**src/rtl/fifo_stream_reader_if.sv**
```systemverilog
// Downstream valid/ready word stream with a burst-end tag.
interface fifo_stream_reader_if #(
    parameter int DATA_W = 32
);
    logic              valid;
    logic              ready;
    logic [DATA_W-1:0] data;
    logic              last;

    modport master (output valid, output data, output last, input ready);
    modport slave  (input valid, input data, input last, output ready);
endinterface

```
**src/rtl/fifo_stream_reader.sv**
```systemverilog
// Drains a registered-output FIFO into a valid/ready stream. A 2-entry
// holding buffer absorbs the FIFO's one-cycle read latency, so pops can be
// issued speculatively while the consumer keeps full throughput.
module fifo_stream_reader #(
    parameter int DATA_W    = 32,
    parameter int BURST_LEN = 16,
    parameter int CNT_W     = 16
) (
    input  logic                 clk,
    input  logic                 rst,
    input  logic                 enable,
    input  logic                 fifo_empty,
    output logic                 fifo_r_en,
    input  logic [DATA_W-1:0]    fifo_rdata,
    fifo_stream_reader_if.master out,
    output logic [CNT_W-1:0]     word_cnt,
    output logic [CNT_W-1:0]     burst_cnt
);
    localparam int              BW       = (BURST_LEN > 1) ? $clog2(BURST_LEN) : 1;
    localparam logic [BW-1:0]   BEAT_MAX = BW'(BURST_LEN - 1);

    logic [1:0]             count_q, count_d;
    logic                   pending_q, pending_d;
    logic [1:0][DATA_W-1:0] buf_q, buf_d;
    logic                   head_q, head_d;
    logic                   tail_q, tail_d;
    logic [BW-1:0]          beat_q, beat_d;
    logic [CNT_W-1:0]       word_cnt_q, word_cnt_d;
    logic [CNT_W-1:0]       burst_cnt_q, burst_cnt_d;

    logic                   pop;
    logic                   is_last;
    logic [2:0]             occ;

    assign word_cnt  = word_cnt_q;
    assign burst_cnt = burst_cnt_q;

    // Stream outputs and pop request. Buffer plus in-flight word may never
    // exceed two, counting the slot freed by a same-cycle pop.
    always_comb begin
        out.valid = (count_q != 2'd0);
        out.data  = out.valid ? buf_q[head_q] : '0;
        is_last   = (beat_q == BEAT_MAX);
        out.last  = out.valid & is_last;
        pop       = out.valid & out.ready;
        occ       = 3'(count_q) + 3'(pending_q);
        fifo_r_en = rst & enable & ~fifo_empty & (occ < (3'd2 + 3'(pop)));
    end

    // Next state: capture the word popped last cycle, retire the head on pop.
    always_comb begin
        count_d     = count_q + 2'(pending_q) - 2'(pop);
        pending_d   = fifo_r_en;
        buf_d       = buf_q;
        head_d      = head_q;
        tail_d      = tail_q;
        beat_d      = beat_q;
        word_cnt_d  = word_cnt_q;
        burst_cnt_d = burst_cnt_q;
        if (pending_q) begin
            buf_d[tail_q] = fifo_rdata;
            tail_d        = ~tail_q;
        end
        if (pop) begin
            head_d     = ~head_q;
            word_cnt_d = word_cnt_q + CNT_W'(1);
            beat_d     = is_last ? '0 : beat_q + BW'(1);
            if (is_last) begin
                burst_cnt_d = burst_cnt_q + CNT_W'(1);
            end
        end
    end

    // State registers; reset drops anything buffered or in flight.
    always_ff @(posedge clk) begin
        if (!rst) begin
            count_q     <= '0;
            pending_q   <= 1'b0;
            buf_q       <= '0;
            head_q      <= 1'b0;
            tail_q      <= 1'b0;
            beat_q      <= '0;
            word_cnt_q  <= '0;
            burst_cnt_q <= '0;
        end else begin
            count_q     <= count_d;
            pending_q   <= pending_d;
            buf_q       <= buf_d;
            head_q      <= head_d;
            tail_q      <= tail_d;
            beat_q      <= beat_d;
            word_cnt_q  <= word_cnt_d;
            burst_cnt_q <= burst_cnt_d;
        end
    end
endmodule

```
**src/flat_wrapper.sv**
```systemverilog
// flat-port wrapper written by rule: the top's interface ports become plain ports
module fifo_stream_reader_flat 
#(
    parameter int DATA_W    = 32,
    parameter int BURST_LEN = 16,
    parameter int CNT_W     = 16
)
  (clk, rst, enable, fifo_empty, fifo_r_en, fifo_rdata, word_cnt, burst_cnt, out_valid, out_data, out_last, out_ready);
  fifo_stream_reader_if #(.DATA_W(DATA_W)) out_i ();
  input  logic clk;
  input  logic rst;
  input  logic enable;
  input  logic fifo_empty;
  output logic fifo_r_en;
  input  logic [DATA_W-1:0] fifo_rdata;
  output logic [CNT_W-1:0] word_cnt;
  output logic [CNT_W-1:0] burst_cnt;
  output wire logic [$bits(out_i.valid)-1:0] out_valid;
  output wire logic [$bits(out_i.data)-1:0] out_data;
  output wire logic [$bits(out_i.last)-1:0] out_last;
  input wire logic [$bits(out_i.ready)-1:0] out_ready;
  assign out_valid = out_i.valid;
  assign out_data = out_i.data;
  assign out_last = out_i.last;
  assign out_i.ready = out_ready;
  fifo_stream_reader #(.DATA_W(DATA_W), .BURST_LEN(BURST_LEN), .CNT_W(CNT_W)) u_core (.clk(clk), .rst(rst), .enable(enable), .fifo_empty(fifo_empty), .fifo_r_en(fifo_r_en), .fifo_rdata(fifo_rdata), .out(out_i), .word_cnt(word_cnt), .burst_cnt(burst_cnt));
endmodule
```
**config.mk**
```make
export PLATFORM = sky130hd
export DESIGN_NAME = fifo_stream_reader_flat
export DESIGN_NICKNAME = d
export VERILOG_FILES = /design/src/rtl/fifo_stream_reader_if.sv /design/src/rtl/fifo_stream_reader.sv /design/src/flat_wrapper.sv
export SDC_FILE = /design/constraint.sdc
export NUM_CORES = 1
export LEC_CHECK = 0
export BUFFER_PORTS_ARGS = -buffer_cell sky130_fd_sc_hd__buf_2
export CORE_AREA = 2 2 76 132
export CTS_CLUSTER_SIZE = 10
export DETAILED_ROUTE_END_ITERATION = 10
export DIE_AREA = 0 0 78 134
export GPL_TIMING_DRIVEN = 1
export PLACE_DENSITY = 0.73
export SLEW_MARGIN = 0
export SYNTH_ARGS = -nofsm -noshare
export SYNTH_HDL_FRONTEND = slang
export SYNTH_SLANG_ARGS = --single-unit
```
**constraint.sdc**
```tcl
create_clock -name clk -period 2.6 [get_ports clk]
set_input_delay 0.52 -clock clk [delete_from_list [all_inputs] [get_ports clk]]
set_output_delay 0.52 -clock clk [all_outputs]
set_load 0.02 [all_outputs]
```
==> metrics.txt, run 1 <==
status=finished clean; Setup crit start kind=flip-flop; crit path time final=2.34 ns; Slew @ Worst Pin=around 0.77 ns; post-cts hold buffer count=0; Crit path arrival time=1.82 ns; # IOs=around 100; drt wl/cell=14.2 um; wire length on met2=about 6 mm; Seq/Total Area, Yosys=between 40% and 50%; uppermost layer routed=met4; CTS tree=done; post-synth net total=619; Primary FF master, synth=dfxtp_1; Total GRT Usage=a little over a fifth; CTS Sinks=105; DR vias/cell=5.32; area grow syn2layout=20.4%; WP data required=2.08 ns; maxcap violations=0; Mapped Area=0.00454 sq mm; IO Port Bufs=103; met3 wire length=about 470 um; most area-hungry cell type in the Yosys netlist=dfxtp_1; Ys Warns=0; H-tree depth=3; drt drc=0; Finish-stage setup viols=0; global route total overflow=0; VDD IR max=0.499 mV; Sw Ratio=27.8%; Nets=about 700; Final Hold Fails=0; clk_lat worst skew=0.34 ns; total leakage power=2.12 nW; clock slew seen by the registers of the worst setup and hold paths=0.07 ns; Peak Freq=428 MHz; total negative slack=0 ns; via count=4201; dpl hpwl=7.74 mm; Initial DRT Pass Iterations=4; syn_area_per_cell=7.90 sq um; antenna cells=0; area occupied by multi-input gates=0.00226 sq mm; Filler cells=895; Clock Tree Buf Depth=2; Setup CP Type=reg -> out; largest cells by area after synthesis=dfxtp_1 (46%), nand2_1 (12%), a21oi_1 (8.6%); first-pass GRT wire length=18.3 mm; CP Capture Type=output pin; Layout Skew=0.00586 ns; die height=134 um; post-CTS setup buffers=0; Max Slew Vio Count=0; internal power=2.71 mW; Clock power frac=34.9%; Slew headroom=48.1%; chip width=78 um; Net Switching=between 1 and 1.5 mW; Reg power frac=46.6%; Detail Route Antenna Nets=0; most frequent cell after synthesis=nand2_1; GPL Wtd Cong=roughly 0.86; pin count of the biggest net entering global routing=46; vias in the first global route=3996; post-synth top area share=between 40% and 50%; FFs w/ async S/R, synth=0%; # rows=47; crit-path max FO=19; root buffer cell=clkbuf_16; Tcrit/Tclk final=between 80% and 90%; total CTS buffers=9; cells after synthesis=575; worst hold slack=0.363 ns; synthesized flop and latch total=105; Post-synth EDFFs=0; FF/Latch Area=around 0.0021 sq mm; # resized after CTS=0; WL final=11.2 mm; DIE AREA=between 0.01 and 0.015 sq mm; core area=0.00941 sq mm; Min-Delay Path Class=in -> reg; layout cells sized above 1=20.7%; M1 WL=4.41 mm; Comb pwr share=18.4%; unrepaired setup endpoints after global routing=no; initial DRC count=212; PwrDens=about 690 mW/mm^2; Yosys cell types=37; R2R Setup Slk=0.54 ns; initial antenna violation count=0; effective utilization at floorplan=48.3%; most frequent cells after synthesis=nand2_1 (151), dfxtp_1 (105), a21oi_1 (78)
-- area by class of cell --
type,instances,share of cell area (%)
Clock inverter,3,0.778
Inverter,11,0.755
Multi-Input combinational cell,423,41.4
Clock buffer,11,4.44
Sequential cell,105,38.4
Timing Repair Buffer,114,11.4
Tap cell,122,2.79
-- sequential cells by signal, summed over array words and instances (netlist names) --
name	cells
u_core.word_cnt	16
u_core.tail_q	1
u_core.beat_q	4
u_core.burst_cnt	16
u_core.pending_q	1
u_core.count_q	2
u_core.buf_q	64
u_core.head_q	1
-- layer usage --
layer / track usage [%] / vias up
li1: - / 2087
met1: 23.6 / 1989
met2: 40.6 / 101
met3: 3.36 / 24
met4: 10.8 / 0
met5: 0 / -
-- placed cells by master, fill, tap and decap left out, types with 2 or more instances in the layout --
master,n
nand2_1,151
dfxtp_1,104
buf_2,103
a21oi_1,78
nor2_1,57
mux2i_1,36
xnor2_1,14
nand3_1,11
o21ai_0,10
inv_1,9
clkbuf_16,9
buf_4,9
nand4_1,7
or3_1,7
nor3_1,7
ha_1,7
nand2b_1,6
xor2_1,6
nor4_1,5
and2_1,3
inv_2,2
nor4b_1,2
or4_4,2
buf_12,2
-- power by group through the flow --
stage	clock network (mW)	logic, mW	registers, mW
CTS	1.34	0.698	1.75
global placement	0	0.684	1.78
global route	1.40	0.750	1.76
finish	1.31	0.692	1.75
floorplan	0	0.486	1.76
detailed placement	0	0.699	1.78
-- worst paths after layout --
kind	startpoint	endpoint	cells past startpoint
hold / removal	fifo_empty	u_core.pending_q	2
setup reg to reg	u_core.count_q[0]	u_core.count_q[1]	8
hold reg to reg	u_core.buf_q[20]	u_core.buf_q[20]	2
setup / recovery	u_core.count_q[0]	fifo_r_en	4
-- critical path, cell delays in order (launching register included) --
cell,delay [ns]
dfxtp_1,0.37
o21ai_2,0.59
o21ai_0,0.19
nor4b_1,0.17
buf_2,0.15
-- logic make-up after synthesis --
kind of cell    count (synthesis)  synth area share (%)
simple gates                  266                  25.2
mux                            36                  7.93
buf+inv                        47                  3.97
fa+ha+maj                       7                  1.93
xor+xnor                       20                  3.86
flops                         105                  46.3
compound gates                 94                  10.9
-- through the flow --
step                cells  setup slack, ns  util (%)  total power, mW  area, sq um
finish                789            0.263      58.1             3.75         5470
global route          789           0.0666      58.1             3.91         5470
CTS                   789            0.252      58.1             3.79         5470
detailed placement    775            0.519      55.1             2.48         5180
global placement      775            0.576      55.1             2.46         5180
floorplan             575            0.352         -             2.25         4540
No activity file was read; power rests on OpenSTA's default activity.
==> inputs of run 2 (changes only) <==
--- a/config.mk
+++ b/config.mk
@@ -6,12 +6,11 @@
 export NUM_CORES = 1
 export LEC_CHECK = 0
 export BUFFER_PORTS_ARGS = -buffer_cell sky130_fd_sc_hd__buf_2
-export CORE_AREA = 2 2 76 132
-export CTS_CLUSTER_SIZE = 10
+export CORE_AREA = 2 2 82 143
+export CTS_CLUSTER_SIZE = 28
 export DETAILED_ROUTE_END_ITERATION = 10
-export DIE_AREA = 0 0 78 134
+export DIE_AREA = 0 0 84 145
 export GPL_TIMING_DRIVEN = 1
-export PLACE_DENSITY = 0.73
 export SLEW_MARGIN = 0
 export SYNTH_ARGS = -nofsm -noshare
 export SYNTH_HDL_FRONTEND = slang
==> metrics.txt, run 2 (same netlist as run 1, synthesis figures left out) <==
total leakage power=2.13 nW (was 2.12 nW); GR Util met3=3.24% (was 3.36%); worst hold slack=0.362 ns (was 0.363 ns); root buffer cell=clkbuf_16 (unchanged); CP Capture Type=output pin (unchanged); WP data required=2.08 ns (about the same); # resized after CTS=0 (unchanged); worst r2r path cells=5 (was 8); via count=4155 (was 4201); Clock Tree Buf Depth=2 (unchanged); R2R Setup Slk=0.63 ns (was 0.54 ns); internal power=2.79 mW (was 2.71 mW); CTS tree=done (unchanged); hold path cells=2 (unchanged); area occupied by multi-input gates=0.00226 sq mm (unchanged); CTS Sinks=105 (unchanged); Setup crit start kind=flip-flop (unchanged); post-cts hold buffer count=0 (unchanged); commonest non-fill, non-tap cell in the layout=nand2_1 (unchanged); drt drc=0 (unchanged); layout cells sized above 1=20.9% (was 20.7%); Net Switching=1.05 mW (was 1.04 mW); Detail Route Antenna Nets=0 (unchanged); global route total overflow=0 (unchanged); Clock power frac=36.6% (was 34.9%); total negative slack=0 ns (unchanged); initial antenna violation count=0 (unchanged); crit path time final=2.27 ns (was 2.34 ns); worst r2r src=u_core.beat_q[0] (was u_core.count_q[0]); Sw Ratio=27.4% (was 27.8%); total CTS buffers=9 (unchanged); post-CTS setup buffers=0 (unchanged); Worst Hold Path EP=u_core.pending_q (unchanged); Initial DRT Pass Iterations=4 (unchanged); Total GRT Usage=18.8% (was 21.8%); unrepaired setup endpoints after global routing=no (unchanged); DR vias/cell=5.18 (was 5.32); H-tree depth=3 (unchanged); non-filler cells, final=802 (was 789); PwrDens=695 mW/mm^2 (was 686 mW/mm^2); Reg with most FFs=u_core.buf_q (unchanged); max FFs per register=64 (unchanged); clk_lat worst skew=0.34 ns (about the same); area grow syn2layout=21.5% (was 20.4%); Min-Delay Path Class=in -> reg (unchanged); Setup CP Type=reg -> out (unchanged); initial DRC count=193 (was 212); first-pass GRT wire length=18.7 mm (was 18.3 mm); # IOs=104 (unchanged); Comb pwr share=18.1% (was 18.4%); vias in the first global route=4006 (was 3996); Finish-stage setup viols=0 (unchanged); effective utilization at floorplan=41.1% (was 48.3%); Nets=709 (was 708); highest-count cells in the layout ignoring fill and taps=nand2_1 (151), dfxtp_1 (104), buf_2 (103), a21oi_1 (78), nor2_1 (57) (unchanged); DIE AREA=0.0122 sq mm (was 0.0105 sq mm); Layout Skew=0.00427 ns (was 0.00586 ns); Slew headroom=62.8% (was 48.1%); Reg power frac=45.3% (was 46.6%); FF/Latch Area=0.00210 sq mm (unchanged); global route hottest layer=met2 (unchanged); Filler cells=1110 (was 895); die height=145 um (was 134 um); Max Slew Vio Count=0 (unchanged); hold_sp=fifo_empty (unchanged); Worst R2R End=u_core.burst_cnt[14] (was u_core.count_q[1]); crit-path max FO=6 (was 19); core area=0.0110 sq mm (was 0.00941 sq mm); grt met1 use=20.7% (was 23.6%); Slew @ Worst Pin=0.553 ns (was 0.771 ns); pin count of the biggest net entering global routing=53 (was 46); # rows=51 (was 47); IO Port Bufs=103 (unchanged); status=finished clean (unchanged); chip width=84 um (was 78 um); dpl hpwl=7.74 mm (about the same); maxcap violations=0 (unchanged); Peak Freq=441 MHz (was 428 MHz); routing usage on met2=35.2% (was 40.6%); antenna cells=0 (unchanged); Tcrit/Tclk final=87.3% (was 89.9%); Crit path arrival time=1.75 ns (was 1.82 ns); drt wl/cell=14.1 um (was 14.2 um); clock slew seen by the registers of the worst setup and hold paths=0.06 ns (was 0.07 ns); WL final=11.3 mm (was 11.2 mm); cell total after placement=786 (was 775); Final Hold Fails=0 (unchanged); Util after Layout=50.0% (was 58.1%); GPL Wtd Cong=0.793 (was 0.861); VDD IR max=0.537 mV (was 0.499 mV)
-- run 2: changes by cell type in the layout (fill, tap and decap cells not counted), sizes merged --
cell,change
buf,+1
bufinv,+1
clkinvlp,+1
-- run 2: final cells by class --
| class | count | share of cell area, % |
|---|---|---|
| multi-input combinational | 423 | 41.0 |
| sequential | 105 | 38.1 |
| timing repair buffer | 115 | 11.4 |
| clock buffer | 11 | 4.22 |
| tap | 132 | 2.99 |
| clock inverter | 5 | 1.45 |
| inverter | 11 | 0.748 |
-- run 2: power groups by stage --
stage	combinational, mW	clock [mW]	sequential (mW)
6_report	0.693	1.40	1.74
5_1_grt	0.759	1.52	1.75
4_1_cts	0.705	1.46	1.74
3_5_place_dp	0.703	0	1.78
3_3_place_gp	0.692	0	1.77
2_1_floorplan	0.486	0	1.76
-- run 2: metal layers --
metal	up-vias	part of all wire, %
met3	14	3.6
met2	106	55
met4	0	1.6
li1	2083	-
met1	1952	40
met5	-	0
-- run 2: how the worst max path moves through the flow --
stage	start	to	slack [ns]
finish	u_core.count_q[0]	fifo_r_en	0.33
global route	u_core.count_q[0]	fifo_r_en	0.12
CTS	u_core.count_q[0]	fifo_r_en	0.30
detailed placement	out_ready	u_core.burst_cnt[14]	0.63
global placement	out_ready	u_core.burst_cnt[14]	0.64
floorplan	out_ready	fifo_r_en	0.35
-- run 2: critical path, stage by stage, from the launching register on --
cell	delay, ns
dfxtp_1	0.45
ha_1	0.21
ha_1	0.22
o21ai_0	0.09
nor4b_1	0.23
buf_2	0.21
-- run 2: metrics by stage --
step	area, sq um	power (mW)	setup WS [ns]
3_5_place_dp	5200	2.48	0.634
2_1_floorplan	4540	2.25	0.352
6_report	5520	3.84	0.331
4_1_cts	5520	3.90	0.301
5_1_grt	5520	4.02	0.124
3_3_place_gp	5200	2.46	0.635
==> inputs of run 3 (changes only) <==
--- a/config.mk
+++ b/config.mk
@@ -6,11 +6,12 @@
 export NUM_CORES = 1
 export LEC_CHECK = 0
 export BUFFER_PORTS_ARGS = -buffer_cell sky130_fd_sc_hd__buf_2
-export CORE_AREA = 2 2 82 143
+export CORE_AREA = 2 2 107 109
 export CTS_CLUSTER_SIZE = 28
 export DETAILED_ROUTE_END_ITERATION = 10
-export DIE_AREA = 0 0 84 145
+export DIE_AREA = 0 0 109 111
 export GPL_TIMING_DRIVEN = 1
+export RECOVER_POWER = 50
 export SLEW_MARGIN = 0
 export SYNTH_ARGS = -nofsm -noshare
 export SYNTH_HDL_FRONTEND = slang
==> metrics.txt, run 3 (same netlist as run 1, synthesis figures left out) <==
CP dominant cell by count=ha_1 (unchanged); total CTS buffers=9 (unchanged); highest-count cells in the layout ignoring fill and taps=nand2_1 (151), dfxtp_1 (104), a21oi_1 (78), buf_2 (77), nor2_1 (57) (was nand2_1 (151), dfxtp_1 (104), buf_2 (103), a21oi_1 (78), nor2_1 (57)); GR Util met3=3.64% (was 3.24%); root buffer cell=clkbuf_16 (unchanged); dpl ws=0.421 ns (was 0.634 ns); CP Capture Type=output pin (unchanged); crit-path max FO=6 (unchanged); cell total after placement=799 (was 786); antenna cells=0 (unchanged); layout cells sized above 1=16.5% (was 20.9%); PwrDens=698 mW/mm^2 (was 695 mW/mm^2); VDD IR max=0.295 mV (was 0.537 mV); Initial DRT Pass Iterations=5 (was 4); drt wl/cell=13.5 um (was 14.1 um); Worst R2R End=u_core.count_q[1] (was u_core.burst_cnt[14]); # rows=39 (was 51); CTS tree=done (unchanged); routing usage on met2=29.6% (was 35.2%); dpl hpwl=7.50 mm (was 7.74 mm); first-pass GRT wire length=18.2 mm (was 18.7 mm); WP data required=2.08 ns (about the same); area grow syn2layout=21.1% (was 21.5%); Slew headroom=29.0% (was 62.8%); final instance area=0.00550 sq mm (was 0.00552 sq mm); Tcrit/Tclk final=95.2% (was 87.3%); initial antenna violation count=0 (unchanged); area occupied by multi-input gates=0.00227 sq mm (was 0.00226 sq mm); global route hottest layer=met2 (unchanged); IO Port Bufs=103 (unchanged); Max stage delay cell, worst path=dfxtp_1 (unchanged); via count=4131 (was 4155); Setup CP Type=reg -> out (unchanged); Util after Layout=49.7% (was 50.0%); internal power=2.75 mW (was 2.79 mW); clk_lat worst skew=0.34 ns (about the same); Max stage delay on crit path=0.53 ns (was 0.45 ns); CP endpoint=fifo_r_en (unchanged); worst r2r src=u_core.count_q[0] (was u_core.beat_q[0]); # IOs=104 (unchanged); unrepaired setup endpoints after global routing=no (unchanged); Critical Path Stages=5 (unchanged); Comb pwr share=18.3% (was 18.1%); Total GRT Usage=18.8% (about the same); Finish-stage setup viols=0 (unchanged); Detail Route Antenna Nets=0 (unchanged); clock slew seen by the registers of the worst setup and hold paths=0.07 ns (was 0.06 ns); DR vias/cell=5.07 (was 5.18); Max Slew Vio Count=0 (unchanged); Clock power frac=36.1% (was 36.6%); status=finished clean (unchanged); grt met1 use=25.8% (was 20.7%); chip width=109 um (was 84 um); commonest non-fill, non-tap cell in the layout=nand2_1 (unchanged); Final Hold Fails=0 (unchanged); vias in the first global route=3751 (was 4006); total leakage power=2.02 nW (was 2.13 nW); Nets=711 (was 709); total negative slack=0 ns (unchanged); Tot Pwr=3.84 mW (about the same); Filler cells=1096 (was 1110); post-CTS setup buffers=0 (unchanged); Reg with most FFs=u_core.buf_q (unchanged); final setup margin=0.125 ns (was 0.331 ns); non-filler cells, final=815 (was 802); worst r2r path cells=8 (was 5); Min-Delay Path Class=in -> reg (unchanged); effective utilization at floorplan=41.0% (was 41.1%); core area=0.0111 sq mm (was 0.0110 sq mm); Post-Place Cell Area=0.00525 sq mm (was 0.00520 sq mm); initial DRC count=295 (was 193); die height=111 um (was 145 um); Sw Ratio=28.3% (was 27.4%); WP buf/inv=1 (unchanged); pin count of the biggest net entering global routing=40 (was 53); CP Cell Sequence=ha_1 > ha_1 > o21ai_0 > nor4b_1 > buf_2 (unchanged); Worst setup startpoint=u_core.count_q[0] (unchanged); worst hold slack=0.368 ns (was 0.362 ns); H-tree depth=3 (unchanged); drt drc=0 (unchanged); Crit path arrival time=1.95 ns (was 1.75 ns); DIE AREA=0.0121 sq mm (was 0.0122 sq mm); CTS Sinks=105 (unchanged); Layout Skew=0.00687 ns (was 0.00427 ns); global route total overflow=0 (unchanged); GPL Wtd Cong=0.776 (was 0.793); Net Switching=1.09 mW (was 1.05 mW); crit path time final=2.47 ns (was 2.27 ns); Clock Tree Buf Depth=2 (unchanged); Peak Freq=404 MHz (was 441 MHz); R2R Setup Slk=0.57 ns (was 0.63 ns); Slew @ Worst Pin=1.06 ns (was 0.553 ns); WL final=11.0 mm (was 11.3 mm); FF/Latch Area=0.00210 sq mm (unchanged); cell family with most CP delay=flip-flops (unchanged); Setup crit start kind=flip-flop (unchanged); maxcap violations=0 (unchanged); max FFs per register=64 (unchanged); Reg power frac=45.6% (was 45.3%)
## run 3: worst min path at each step
stage,from,end,cells after the start
4_1_cts,fifo_empty,u_core.pending_q,2
2_1_floorplan,u_core.buf_q[0],u_core.buf_q[0],2
5_1_grt,fifo_empty,u_core.pending_q,2
6_report,fifo_empty,u_core.pending_q,2
3_3_place_gp,u_core.buf_q[48],u_core.buf_q[48],2
3_5_place_dp,u_core.buf_q[20],u_core.buf_q[20],2
## run 3: routing by layer
layer / vias to the layer above / wire length (um)
li1: 2089 / -
met2: 110 / 5120
met3: 6 / 633
met4: 0 / 80
met5: - / 0
met1: 1926 / 5200
## run 3: what timing repair did
item	4_1_cts	5_1_grt
endpoints found under the hold margin	0	0
resized for setup	0	1
setup endpoints to repair	0	1
hold buffers	0	0
## run 3: final cells by class
class,count,area share (%)
clock inverters,4,0.932
well taps,143,3.25
repair buffers,117,10.8
multi-input cells,423,41.3
flip-flops and latches,105,38.2
clock buffers,12,4.66
inverters,11,0.751
## run 3: power by group through the flow
| stage | combinational [mW] | sequential, mW | clock [mW] |
|---|---|---|---|
| 2_1_floorplan | 0.486 | 1.76 | 0 |
| 5_1_grt | 0.766 | 1.76 | 1.50 |
| 4_1_cts | 0.721 | 1.75 | 1.42 |
| 3_5_place_dp | 0.719 | 1.78 | 0 |
| 3_3_place_gp | 0.710 | 1.78 | 0 |
| 6_report | 0.703 | 1.75 | 1.39 |
